File: src/rtl/uart_mmio_fifo_pkg.sv
// Register map and bit positions shared by the UART MMIO bridge and its bench.
// No logic; offsets are byte offsets within the 32-byte register window.
package uart_mmio_pkg;

  typedef logic [4:0] reg_off_t;

  localparam reg_off_t REG_STATUS = 5'h00;
  localparam reg_off_t REG_RXDATA = 5'h04;
  localparam reg_off_t REG_TXDATA = 5'h08;
  localparam reg_off_t REG_COUNT  = 5'h0C;
  localparam reg_off_t REG_IRQEN  = 5'h10;

  localparam int ST_TX_NOT_FULL  = 0;
  localparam int ST_RX_NOT_EMPTY = 1;
  localparam int ST_RX_OVF       = 2;
  localparam int ST_TX_DROP      = 3;

  localparam int IE_RX_NOT_EMPTY = 0;
  localparam int IE_TX_EMPTY     = 1;
  localparam int IE_RX_OVF       = 2;

endpackage

File: src/rtl/uart_mmio_fifo_if.sv
// CPU load/store window plus UART byte handshake, bundled for the bridge.
// master = CPU/UART side driving the bridge; slave = the bridge itself.
interface uart_mmio_fifo_if #(parameter int DATA_W = 8);

  logic              stall;
  logic [31:0]       addr;
  logic              re;
  logic              we;
  logic [31:0]       wdata;
  logic [31:0]       rdata;
  logic              hit;
  logic              irq;
  logic [DATA_W-1:0] uart_din;
  logic              uart_din_valid;
  logic              uart_din_ready;
  logic [DATA_W-1:0] uart_dout;
  logic              uart_dout_valid;
  logic              uart_dout_ready;

  modport master (
    output stall, addr, re, we, wdata, uart_din_ready, uart_dout, uart_dout_valid,
    input  rdata, hit, irq, uart_din, uart_din_valid, uart_dout_ready
  );

  modport slave (
    input  stall, addr, re, we, wdata, uart_din_ready, uart_dout, uart_dout_valid,
    output rdata, hit, irq, uart_din, uart_din_valid, uart_dout_ready
  );

endinterface

File: src/rtl/uart_mmio_fifo_sync_fifo.sv
// Synchronous FIFO with first-word-fall-through head; 1-cycle push-to-head latency.
// Push when full and pop when empty are silently ignored; no backpressure signal beyond full/empty.
module sync_fifo #(
  parameter  int WIDTH = 8,
  parameter  int DEPTH = 8,
  localparam int AW    = $clog2(DEPTH),
  localparam int CW    = $clog2(DEPTH + 1)
) (
  input  logic             clk,
  input  logic             rst,
  input  logic             push,
  input  logic             pop,
  input  logic [WIDTH-1:0] din,
  output logic [WIDTH-1:0] dout,
  output logic             full,
  output logic             empty,
  output logic [CW-1:0]    count
);

  logic [WIDTH-1:0] mem_q [DEPTH];
  logic [WIDTH-1:0] mem_d [DEPTH];
  logic [AW-1:0]    wr_ptr_q, wr_ptr_d;
  logic [AW-1:0]    rd_ptr_q, rd_ptr_d;
  logic [CW-1:0]    count_q, count_d;
  logic             push_ok, pop_ok;

  assign full  = (count_q == CW'(DEPTH));
  assign empty = (count_q == '0);
  assign count = count_q;
  assign dout  = mem_q[rd_ptr_q];

  always_comb begin
    push_ok  = push && !full;
    pop_ok   = pop && !empty;
    mem_d    = mem_q;
    wr_ptr_d = wr_ptr_q;
    rd_ptr_d = rd_ptr_q;
    if (push_ok) begin
      mem_d[wr_ptr_q] = din;
      wr_ptr_d        = wr_ptr_q + 1'b1;
    end
    if (pop_ok) begin
      rd_ptr_d = rd_ptr_q + 1'b1;
    end
    count_d = count_q + CW'(push_ok) - CW'(pop_ok);
  end

  // Storage is not reset; emptiness is tracked purely by the count.
  always_ff @(posedge clk) begin
    mem_q <= mem_d;
    if (!rst) begin
      wr_ptr_q <= '0;
      rd_ptr_q <= '0;
      count_q  <= '0;
    end else begin
      wr_ptr_q <= wr_ptr_d;
      rd_ptr_q <= rd_ptr_d;
      count_q  <= count_d;
    end
  end

endmodule

File: src/rtl/uart_mmio_fifo.sv
// MMIO bridge between CPU load/store and UART bytes via TX/RX FIFOs; rdata and irq 1-cycle registered.
// TX waits on uart_din_ready; RX is always accepted and drops on full with a sticky overflow flag.
module uart_mmio_fifo
  import uart_mmio_pkg::*;
#(
  parameter int          DATA_W    = 8,
  parameter int          TX_DEPTH  = 8,
  parameter int          RX_DEPTH  = 8,
  parameter logic [31:0] BASE_ADDR = 32'h8000_0000,
  parameter int          CNT_W     = $clog2(((TX_DEPTH > RX_DEPTH) ? TX_DEPTH : RX_DEPTH) + 1)
) (
  input logic              clk,
  input logic              rst,
  uart_mmio_fifo_if.slave  bus
);

  localparam int TXC_W = $clog2(TX_DEPTH + 1);
  localparam int RXC_W = $clog2(RX_DEPTH + 1);

  logic [DATA_W-1:0] tx_head, rx_head;
  logic              tx_full, tx_empty, rx_full, rx_empty;
  logic [TXC_W-1:0]  tx_count;
  logic [RXC_W-1:0]  rx_count;
  logic              tx_push, tx_pop, rx_push, rx_pop;
  logic              acc_wr, acc_rd;
  reg_off_t          off;

  logic [31:0] rdata_q, rdata_d;
  logic [2:0]  irqen_q, irqen_d;
  logic        rx_ovf_q, rx_ovf_d;
  logic        tx_drop_q, tx_drop_d;
  logic        irq_q, irq_d;
  logic        unused_wdata;

  assign off          = bus.addr[4:0];
  assign bus.hit      = (bus.addr[31:5] == BASE_ADDR[31:5]);
  // Store wins over a simultaneous load, so acc_rd excludes we.
  assign acc_wr       = bus.hit && bus.we && !bus.stall;
  assign acc_rd       = bus.hit && bus.re && !bus.we && !bus.stall;
  assign unused_wdata = ^bus.wdata[31:DATA_W];

  assign tx_push = acc_wr && (off == REG_TXDATA);
  assign tx_pop  = bus.uart_din_valid && bus.uart_din_ready;
  assign rx_push = bus.uart_dout_valid;
  assign rx_pop  = acc_rd && (off == REG_RXDATA);

  assign bus.uart_din        = tx_head;
  assign bus.uart_din_valid  = !tx_empty;
  assign bus.uart_dout_ready = 1'b1;
  assign bus.rdata           = rdata_q;
  assign bus.irq             = irq_q;

  sync_fifo #(.WIDTH(DATA_W), .DEPTH(TX_DEPTH)) u_tx_fifo (
    .clk(clk), .rst(rst), .push(tx_push), .pop(tx_pop), .din(bus.wdata[DATA_W-1:0]),
    .dout(tx_head), .full(tx_full), .empty(tx_empty), .count(tx_count)
  );

  sync_fifo #(.WIDTH(DATA_W), .DEPTH(RX_DEPTH)) u_rx_fifo (
    .clk(clk), .rst(rst), .push(rx_push), .pop(rx_pop), .din(bus.uart_dout),
    .dout(rx_head), .full(rx_full), .empty(rx_empty), .count(rx_count)
  );

  always_comb begin
    rdata_d   = rdata_q;
    irqen_d   = irqen_q;
    rx_ovf_d  = rx_ovf_q;
    tx_drop_d = tx_drop_q;

    if (acc_wr && off == REG_STATUS) begin
      if (bus.wdata[ST_RX_OVF])  rx_ovf_d  = 1'b0;
      if (bus.wdata[ST_TX_DROP]) tx_drop_d = 1'b0;
    end
    if (acc_wr && off == REG_IRQEN) irqen_d = bus.wdata[2:0];
    // Sets are applied after clears so a same-cycle set wins.
    if (rx_push && rx_full) rx_ovf_d  = 1'b1;
    if (tx_push && tx_full) tx_drop_d = 1'b1;

    if (acc_rd) begin
      rdata_d = '0;
      case (off)
        REG_STATUS: begin
          rdata_d[ST_TX_NOT_FULL]  = !tx_full;
          rdata_d[ST_RX_NOT_EMPTY] = !rx_empty;
          rdata_d[ST_RX_OVF]       = rx_ovf_q;
          rdata_d[ST_TX_DROP]      = tx_drop_q;
        end
        REG_RXDATA: if (!rx_empty) rdata_d[DATA_W-1:0] = rx_head;
        REG_COUNT: begin
          rdata_d[CNT_W-1:0]  = CNT_W'(tx_count);
          rdata_d[16 +: CNT_W] = CNT_W'(rx_count);
        end
        REG_IRQEN: rdata_d[2:0] = irqen_q;
        default: rdata_d = '0;
      endcase
    end

    irq_d = (irqen_q[IE_RX_NOT_EMPTY] && !rx_empty) ||
            (irqen_q[IE_TX_EMPTY]     && tx_empty)  ||
            (irqen_q[IE_RX_OVF]       && rx_ovf_q);
  end

  always_ff @(posedge clk) begin
    if (!rst) begin
      rdata_q   <= '0;
      irqen_q   <= '0;
      rx_ovf_q  <= 1'b0;
      tx_drop_q <= 1'b0;
      irq_q     <= 1'b0;
    end else begin
      rdata_q   <= rdata_d;
      irqen_q   <= irqen_d;
      rx_ovf_q  <= rx_ovf_d;
      tx_drop_q <= tx_drop_d;
      irq_q     <= irq_d;
    end
  end

endmodule
File: src/flat_wrapper.sv
// flat-port wrapper written by rule: the top's interface ports become plain ports
module uart_mmio_fifo_flat import uart_mmio_pkg::*;
#(
  parameter int          DATA_W    = 8,
  parameter int          TX_DEPTH  = 8,
  parameter int          RX_DEPTH  = 8,
  parameter logic [31:0] BASE_ADDR = 32'h8000_0000,
  parameter int          CNT_W     = $clog2(((TX_DEPTH > RX_DEPTH) ? TX_DEPTH : RX_DEPTH) + 1)
)
  (clk, rst, bus_stall, bus_addr, bus_re, bus_we, bus_wdata, bus_uart_din_ready, bus_uart_dout, bus_uart_dout_valid, bus_rdata, bus_hit, bus_irq, bus_uart_din, bus_uart_din_valid, bus_uart_dout_ready);
  uart_mmio_fifo_if #(.DATA_W(DATA_W)) bus_i ();
  input logic clk;
  input logic rst;
  input wire logic [$bits(bus_i.stall)-1:0] bus_stall;
  input wire logic [$bits(bus_i.addr)-1:0] bus_addr;
  input wire logic [$bits(bus_i.re)-1:0] bus_re;
  input wire logic [$bits(bus_i.we)-1:0] bus_we;
  input wire logic [$bits(bus_i.wdata)-1:0] bus_wdata;
  input wire logic [$bits(bus_i.uart_din_ready)-1:0] bus_uart_din_ready;
  input wire logic [$bits(bus_i.uart_dout)-1:0] bus_uart_dout;
  input wire logic [$bits(bus_i.uart_dout_valid)-1:0] bus_uart_dout_valid;
  output wire logic [$bits(bus_i.rdata)-1:0] bus_rdata;
  output wire logic [$bits(bus_i.hit)-1:0] bus_hit;
  output wire logic [$bits(bus_i.irq)-1:0] bus_irq;
  output wire logic [$bits(bus_i.uart_din)-1:0] bus_uart_din;
  output wire logic [$bits(bus_i.uart_din_valid)-1:0] bus_uart_din_valid;
  output wire logic [$bits(bus_i.uart_dout_ready)-1:0] bus_uart_dout_ready;
  assign bus_i.stall = bus_stall;
  assign bus_i.addr = bus_addr;
  assign bus_i.re = bus_re;
  assign bus_i.we = bus_we;
  assign bus_i.wdata = bus_wdata;
  assign bus_i.uart_din_ready = bus_uart_din_ready;
  assign bus_i.uart_dout = bus_uart_dout;
  assign bus_i.uart_dout_valid = bus_uart_dout_valid;
  assign bus_rdata = bus_i.rdata;
  assign bus_hit = bus_i.hit;
  assign bus_irq = bus_i.irq;
  assign bus_uart_din = bus_i.uart_din;
  assign bus_uart_din_valid = bus_i.uart_din_valid;
  assign bus_uart_dout_ready = bus_i.uart_dout_ready;
  uart_mmio_fifo #(.DATA_W(DATA_W), .TX_DEPTH(TX_DEPTH), .RX_DEPTH(RX_DEPTH), .BASE_ADDR(BASE_ADDR), .CNT_W(CNT_W)) u_core (.clk(clk), .rst(rst), .bus(bus_i));
endmodule
File: config.mk
export PLATFORM = sky130hd
export DESIGN_NAME = uart_mmio_fifo_flat
export DESIGN_NICKNAME = d
export VERILOG_FILES = /design/src/rtl/uart_mmio_fifo_pkg.sv /design/src/rtl/uart_mmio_fifo_if.sv /design/src/rtl/uart_mmio_fifo_sync_fifo.sv /design/src/rtl/uart_mmio_fifo.sv /design/src/flat_wrapper.sv
export SDC_FILE = /design/constraint.sdc
export NUM_CORES = 1
export LEC_CHECK = 0
export ABC_AREA = 1
export ABC_CLOCK_PERIOD_IN_PS = 6500
export CAP_MARGIN = 20
export CORE_MARGIN = 2
export CORE_UTILIZATION = 59
export CTS_BUF_LIST = sky130_fd_sc_hd__clkbuf_4 sky130_fd_sc_hd__clkbuf_8
export DETAILED_ROUTE_END_ITERATION = 16
export PLACE_DENSITY = 0.88
export SLEW_MARGIN = 20
export SYNTH_ARGS = -nofsm -noshare
export SYNTH_HDL_FRONTEND = slang
export SYNTH_SLANG_ARGS = --single-unit
File: constraint.sdc
create_clock -name clk -period 6.5 [get_ports clk]
set_input_delay 1.3 -clock clk [delete_from_list [all_inputs] [get_ports clk]]
set_output_delay 1.3 -clock clk [all_outputs]
set_load 0.01 [all_outputs]
==> metrics.txt, run 1 <==
average vias per placed instance 5.62; Critical R2R Capture u_core.u_rx_fifo.count[3]; initial core utilization ~60%; vias in the first global route 5178; Worst VDD drop 0.206 mV; Period Utilization, post-route between 60% and 70%; Seq cells post-synth 166; CTS Buffer Depth 2; TNS Setup 0 ps; slew margin rel. 31.8%; worst clock skew 12.2 ps; number of flops mapped to enable cells by yosys 128; IO Count about 120; min-delay src u_core.bus.rdata[7]; DR pass1 iterations 5; worst setup path category register to primary output; CTS buffer count 17; Avg Cell Area, Syn 10.4 um2; fmax approximately 0.24 GHz; largest net degree at the start of global routing 36; Die ar. ~13000 um2; P&R area growth vs syn 16.3%; via count around 5200; placed cell area about 8000 um2; sink of the worst hold path u_core.bus.rdata[7]; FF-to-FF path depth 13; CP Capture Type primary output; fin worst setup slack 2300 ps; post-CTS setup buffers 0; Worst-Skew Late Latency around 450 ps; drt total wl 15800 um; Crit path required time 5200 ps; Resized cells post-CTS 0; Seq/Total Area, Yosys 63.9%; Hold Path Class register to register; Post-Syn Instances 691; Yosys warning total 0; Core Region between 10000 and 15000 um2; Synth Flop Type edfxtp_1; grt total ovfl 0; number of remaining DRC errors 0; clock slew at reported path FFs 90 ps; crit path time final 4200 ps; Leak Pwr 3.07 nW; floorplan row count 40; Final Hold Viols 0; CTS tree yes; DR iter-0 viols 548; fraction of layout cells with a size suffix above 1 about 6.5%; fin. max-slew vios 0; Power per Cell Area 284 nW/um2; # hold bufs at CTS 0; r2r startpoint u_core.u_rx_fifo.count[2]; Layout Nets about 870; number of port buffers between 70 and 80; gp weighted congestion 0.857; RSZ-0062 raised after global routing no; H-tree Lvls 4; TritonCTS Sinks 166; Die Y approximately 110 um; Max Fanout on Critical Path 34; most common cell after layout, fill and taps aside nor2_1; Clock Root Buffer clkbuf_8; MaxCap Viol Count 0; Antenna Nets Post-Route 0; Post-synth ARST share 0%; WL/cell 17.0 um; Post-Layout Inst Area 8370 um2; # fillers 827; Detailed Place HPWL between 10000 and 15000 um; Cell variety after synth 34; R2R setup slack 3910 ps; Tot GR Track Use 24.4%; die width 114 um; WP data arrival between 2000 and 3000 ps; Worst Hold Depth 2; final setup fails 0; status completed; Tightest Pin Transition 1020 ps; first-pass GRT wire length 24300 um; pre-CTS setup slack between 2000 and 2500 ps; initial antenna violation count 0; Syn Std Cell Area between 7000 and 8000 um2; commonest cells after routing, fill and taps aside 140 x nor2_1, 128 x edfxtp_1, 80 x o21ai_0; diode count 0; Worst Setup Start Kind register
## worst max-delay path, cell delays in order, from the launching register on
cell and delay [ps]:
dfxtp_1 450, inv_1 750, o21ai_0 210, o22ai_1 210
nor2_1 70, a31oi_1 190, clkdlybuf4s50_1 580
## Yosys cell counts (3+ instances only)
library cell / count / share of area (%)
o211ai_1: 6 / 0.63
buf_2: 7 / 0.49
inv_1: 53 / 2.8
dfxtp_1: 38 / 11
a21oi_1: 26 / 1.8
a31oi_1: 8 / 0.69
o22ai_1: 18 / 1.6
ha_1: 16 / 2.8
edfxtp_1: 128 / 53
nor3_1: 12 / 0.83
o21ai_0: 80 / 5.6
nor2_1: 140 / 7.3
nand2_1: 69 / 3.6
clkbuf_1: 17 / 0.89
nand3_1: 17 / 1.2
nor2_4: 3 / 0.47
nand4_1: 6 / 0.52
clkinv_1: 3 / 0.16
a211oi_1: 3 / 0.31
buf_4: 21 / 2.2
## state kept, by name, indices dropped and copies added (netlist names), 3 cells and up
register / cells
u_core.u_rx_fifo.mem_q: 64
u_core.u_rx_fifo.wr_ptr_q: 3
u_core.irqen_q: 3
u_core.u_rx_fifo.rd_ptr_q: 3
u_core.u_tx_fifo.wr_ptr_q: 3
u_core.bus.rdata: 12
u_core.u_tx_fifo.rd_ptr_q: 3
u_core.u_tx_fifo.mem_q: 64
u_core.u_tx_fifo.count: 4
u_core.u_rx_fifo.count: 4
## layout make-up
type	instances	area, um2	share of cell area (%)
Multi-Input combinational cell	440	2190	26.1
Inverter	58	218	2.60
Sequential cell	166	4610	55.0
Clock buffer	19	249	2.97
Tap cell	147	184	2.20
Clock inverter	13	97.6	1.17
Timing Repair Buffer	85	831	9.92
## kinds of logic (layout without fill, tap and decap cells)
group | Yosys count | after routing | synth area share [%]
other | 2 | 21 | 0.104
AND/OR/NAND/NOR | 254 | 254 | 14.6
flip-flops | 166 | 166 | 63.9
buffers and inverters | 104 | 175 | 6.74
AO/OA/AOI/OAI | 145 | 145 | 11.0
XOR/XNOR | 2 | 2 | 0.243
adder cells (fa/ha/maj) | 18 | 18 | 3.34
## stage by stage
| stage | cells | total power [W] | hold slack [ps] | utilization [%] |
|---|---|---|---|---|
| floorplan | 710 | 0.00155 | 450 | - |
| global placement | 896 | 0.00170 | 458 | 67.1 |
| detailed placement | 896 | 0.00174 | 459 | 67.1 |
| CTS | 928 | 0.00238 | 472 | 70.0 |
| global route | 928 | 0.00248 | 494 | 70.0 |
| finish | 928 | 0.00237 | 468 | 70.0 |
## power breakdown
| group | leakage [nW] | total (W) | switching [W] | internal, W |
|---|---|---|---|---|
| registers | 1.46 | 0.00123 | 0.0000420 | 0.00119 |
| clock network | 0.174 | 0.000654 | 0.000378 | 0.000276 |
| logic | 1.43 | 0.000488 | 0.000286 | 0.000202 |
| total | 3.07 | 0.00237 | 0.000706 | 0.00167 |
## metal layers
layer  wire length (um)  track usage, %  up-vias
met1               5840            27.1     2442
li1                   -               -     2505
met5                  0               0        -
met4                308            13.2        0
met3               1190            4.76       35
met2               8420            44.1      237
## worst max path at each step
stage | start | endpoint | slack [ps] | cells past startpoint
after floorplan | bus_addr[8] | u_core.u_rx_fifo.count[2] | 3270 | 15
after global placement | bus_addr[31] | bus_hit | 2310 | 6
after detailed placement | bus_addr[26] | bus_hit | 2300 | 7
after CTS | bus_addr[26] | bus_hit | 2310 | 7
after global routing | u_core.u_tx_fifo.rd_ptr_q[0] | bus_uart_din[0] | 2150 | 6
final | u_core.u_tx_fifo.rd_ptr_q[0] | bus_uart_din[4] | 2300 | 6
Note: power is estimated with default switching activity, not from simulation.
==> inputs of run 2 (changes only) <==
--- a/config.mk
+++ b/config.mk
@@ -6,13 +6,13 @@
 export NUM_CORES = 1
 export LEC_CHECK = 0
 export ABC_AREA = 1
-export ABC_CLOCK_PERIOD_IN_PS = 6500
+export ABC_CLOCK_PERIOD_IN_PS = 4300
 export CAP_MARGIN = 20
 export CORE_MARGIN = 2
-export CORE_UTILIZATION = 59
+export CORE_UTILIZATION = 55
 export CTS_BUF_LIST = sky130_fd_sc_hd__clkbuf_4 sky130_fd_sc_hd__clkbuf_8
 export DETAILED_ROUTE_END_ITERATION = 16
-export PLACE_DENSITY = 0.88
+export PLACE_DENSITY = 0.82
 export SLEW_MARGIN = 20
 export SYNTH_ARGS = -nofsm -noshare
 export SYNTH_HDL_FRONTEND = slang
==> constraint.sdc (replaced) <==
create_clock -name clk -period 4.3 [get_ports clk]
set_input_delay 0.86 -clock clk [delete_from_list [all_inputs] [get_ports clk]]
set_output_delay 0.86 -clock clk [all_outputs]
set_load 0.01 [all_outputs]
==> run 2 against run 1 <==
Effect of this change: register-to-register slack got worse by 2100 ps; cell area up 1.2%; clock power rose by 64%; sequential share of layout area fell by 0.64 points; hold slack improved by 7.3 ps; non-clock buffer count grew 4; sequential cell count stayed put; critical path depth stayed put; worst setup slack worse by 1500 ps; largest cell class unchanged.
==> metrics.txt, run 2 (synthesis results as in run 1) <==
status completed; crit path time final 3480 ps; crit path max-delay cell type inv_1; slowest stage delay, CP 650 ps (-100 ps); CP Capture Type primary output; Max Fanout on Critical Path 34 (unchanged); Period Utilization, post-route 80.9%; fmax 0.287 GHz; drt total wl 15100 um (-4.2%); final setup fails 0 (unchanged); H-tree Lvls 4 (unchanged); worst clock skew 17.4 ps (+5.20 ps); TNS Setup 0 ps (unchanged); die width 118 um (+3.4%); WP data arrival 2620 ps (-280 ps); DR pass1 iterations 8 (+3); Final Util 66.6% (-3.4 points); TritonCTS Sinks 166 (unchanged); commonest cells after routing, fill and taps aside 140 x nor2_1, 128 x edfxtp_1, 80 x o21ai_0; grt total ovfl 0 (unchanged); Gate power share 20.6% (about the same); Final Hold Viols 0 (unchanged); CTS buffer count 17 (unchanged); floorplan row count 41 (+2.5%); IO Count 123 (unchanged); Antenna Nets Post-Route 0 (unchanged); crit-path cells inv_1 > o21ai_0 > o22ai_1 > nor2_1 > a31oi_1 > clkdlybuf4s50_1; clock slew at reported path FFs 80 ps (about the same); fin. max-slew vios 0 (unchanged); CTS tree yes; Net Sw Frac 29.4% (-0.35 points); Crit path required time 3440 ps (-1760 ps); clock share of power 29.3% (+1.7 points); initial core utilization 56.6% (-3.6 points); MaxCap Viol Count 0 (unchanged); Die Y 118 um (+3.4%); DR iter-0 viols 410 (-25%); number of remaining DRC errors 0 (unchanged); Tot GR Track Use 22.3% (-2.1 points); slew margin rel. 36.2% (+4.5 points); diode count 0 (unchanged); Hold Path Class register to register; initial antenna violation count 0 (unchanged); vias in the first global route 5103 (-1.4%); fraction of layout cells with a size suffix above 1 7.01% (+0.48 points); Worst VDD drop 0.266 mV (+29%); Power per Cell Area 433 nW/um2 (+53%); CP bufs+invs 2 (unchanged); via count 5139 (-1.5%); first-pass GRT wire length 24400 um (+0.25%); RSZ-0062 raised after global routing no; largest net degree at the start of global routing 36 (unchanged); register share of total power 50.1% (-1.8 points); Worst Setup Start Kind register; post-CTS setup buffers 0 (unchanged); P&R area growth vs syn 17.6%; Clock Root Buffer clkbuf_8; WL/cell 15.8 um (-7.1%); CTS Buffer Depth 2 (unchanged); net switching power 0.00108 W (+53%); worst setup path category register to primary output; Die ar. 14000 um2 (+7.0%); Internal 0.00259 W (+55%); # hold bufs at CTS 0 (unchanged); Detailed Place HPWL 10000 um (-3.8%); Tightest Pin Transition 953 ps (-66.9 ps); Resized cells post-CTS 0 (unchanged); Layout Nets 869 (+0.46%); Worst-Skew Late Latency 470 ps (+20 ps); CP top delay family buffers and inverters; gp weighted congestion 0.810 (-5.5%); Leak Pwr 3.11 nW (+1.2%); Core Region 12700 um2 (+6.4%); most common cell after layout, fill and taps aside nor2_1; number of port buffers 77 (unchanged); average vias per placed instance 5.37 (-4.5%)
## run 2: cell types whose count changed in the layout (fill, tap and decap cells not counted), sizes merged
cell,delta
buf,+4
bufinv,+1
clkbuf,-1
## run 2: cell type report
type | count | area, um2
multi-input combinational | 440 | 2180
sequential | 166 | 4600
inverter | 58 | 218
tap | 172 | 215
timing repair buffer | 89 | 861
clock inverter | 14 | 146
fill | 940 | 4250
clock buffer | 18 | 241
## run 2: per-stage QoR
step	setup WS (ps)	hold WS [ps]	instance area [um2]	instances	total power (W)
floorplan	1510	450	7270	710	0.00234
global placement	759	459	8080	925	0.00258
detailed placement	656	468	8080	925	0.00262
CTS	814	482	8470	957	0.00368
global route	597	501	8470	957	0.00385
finish	821	475	8470	957	0.00367
## run 2: worst paths after layout
kind	start	endpoint	slack, ps	depth (start not counted)
min reg2reg	u_core.bus.rdata[7]	u_core.bus.rdata[7]	480	2
min	u_core.bus.rdata[7]	u_core.bus.rdata[7]	480	2
max reg2reg	u_core.u_rx_fifo.count[2]	u_core.u_rx_fifo.count[2]	1780	12
max	u_core.u_tx_fifo.rd_ptr_q[0]	bus_uart_din[2]	820	6
## run 2: routing by layer
layer | part of all wire (%) | wire length, um | up-vias | global-route usage, %
met5 | 0 | 0 | - | 0
met3 | 6.7 | 1010 | 28 | 5.89
li1 | - | - | 2510 | -
met4 | 2.0 | 301 | 0 | 8.71
met1 | 40 | 6030 | 2406 | 26.1
met2 | 51 | 7750 | 195 | 39.3
## run 2: power by group through the flow
stage	Clock (W)	Sequential, W	Combinational, W
floorplan	0	0.00187	0.000474
global placement	0	0.00187	0.000713
detailed placement	0	0.00187	0.000752
CTS	0.00109	0.00183	0.000759
global route	0.00115	0.00184	0.000853
finish	0.00107	0.00184	0.000756
## run 2: tightest hold or removal path, cell delays in order (launching register included)
cell     delay (ps)
dfxtp_1         320
nand2_1          60
a21oi_1          60
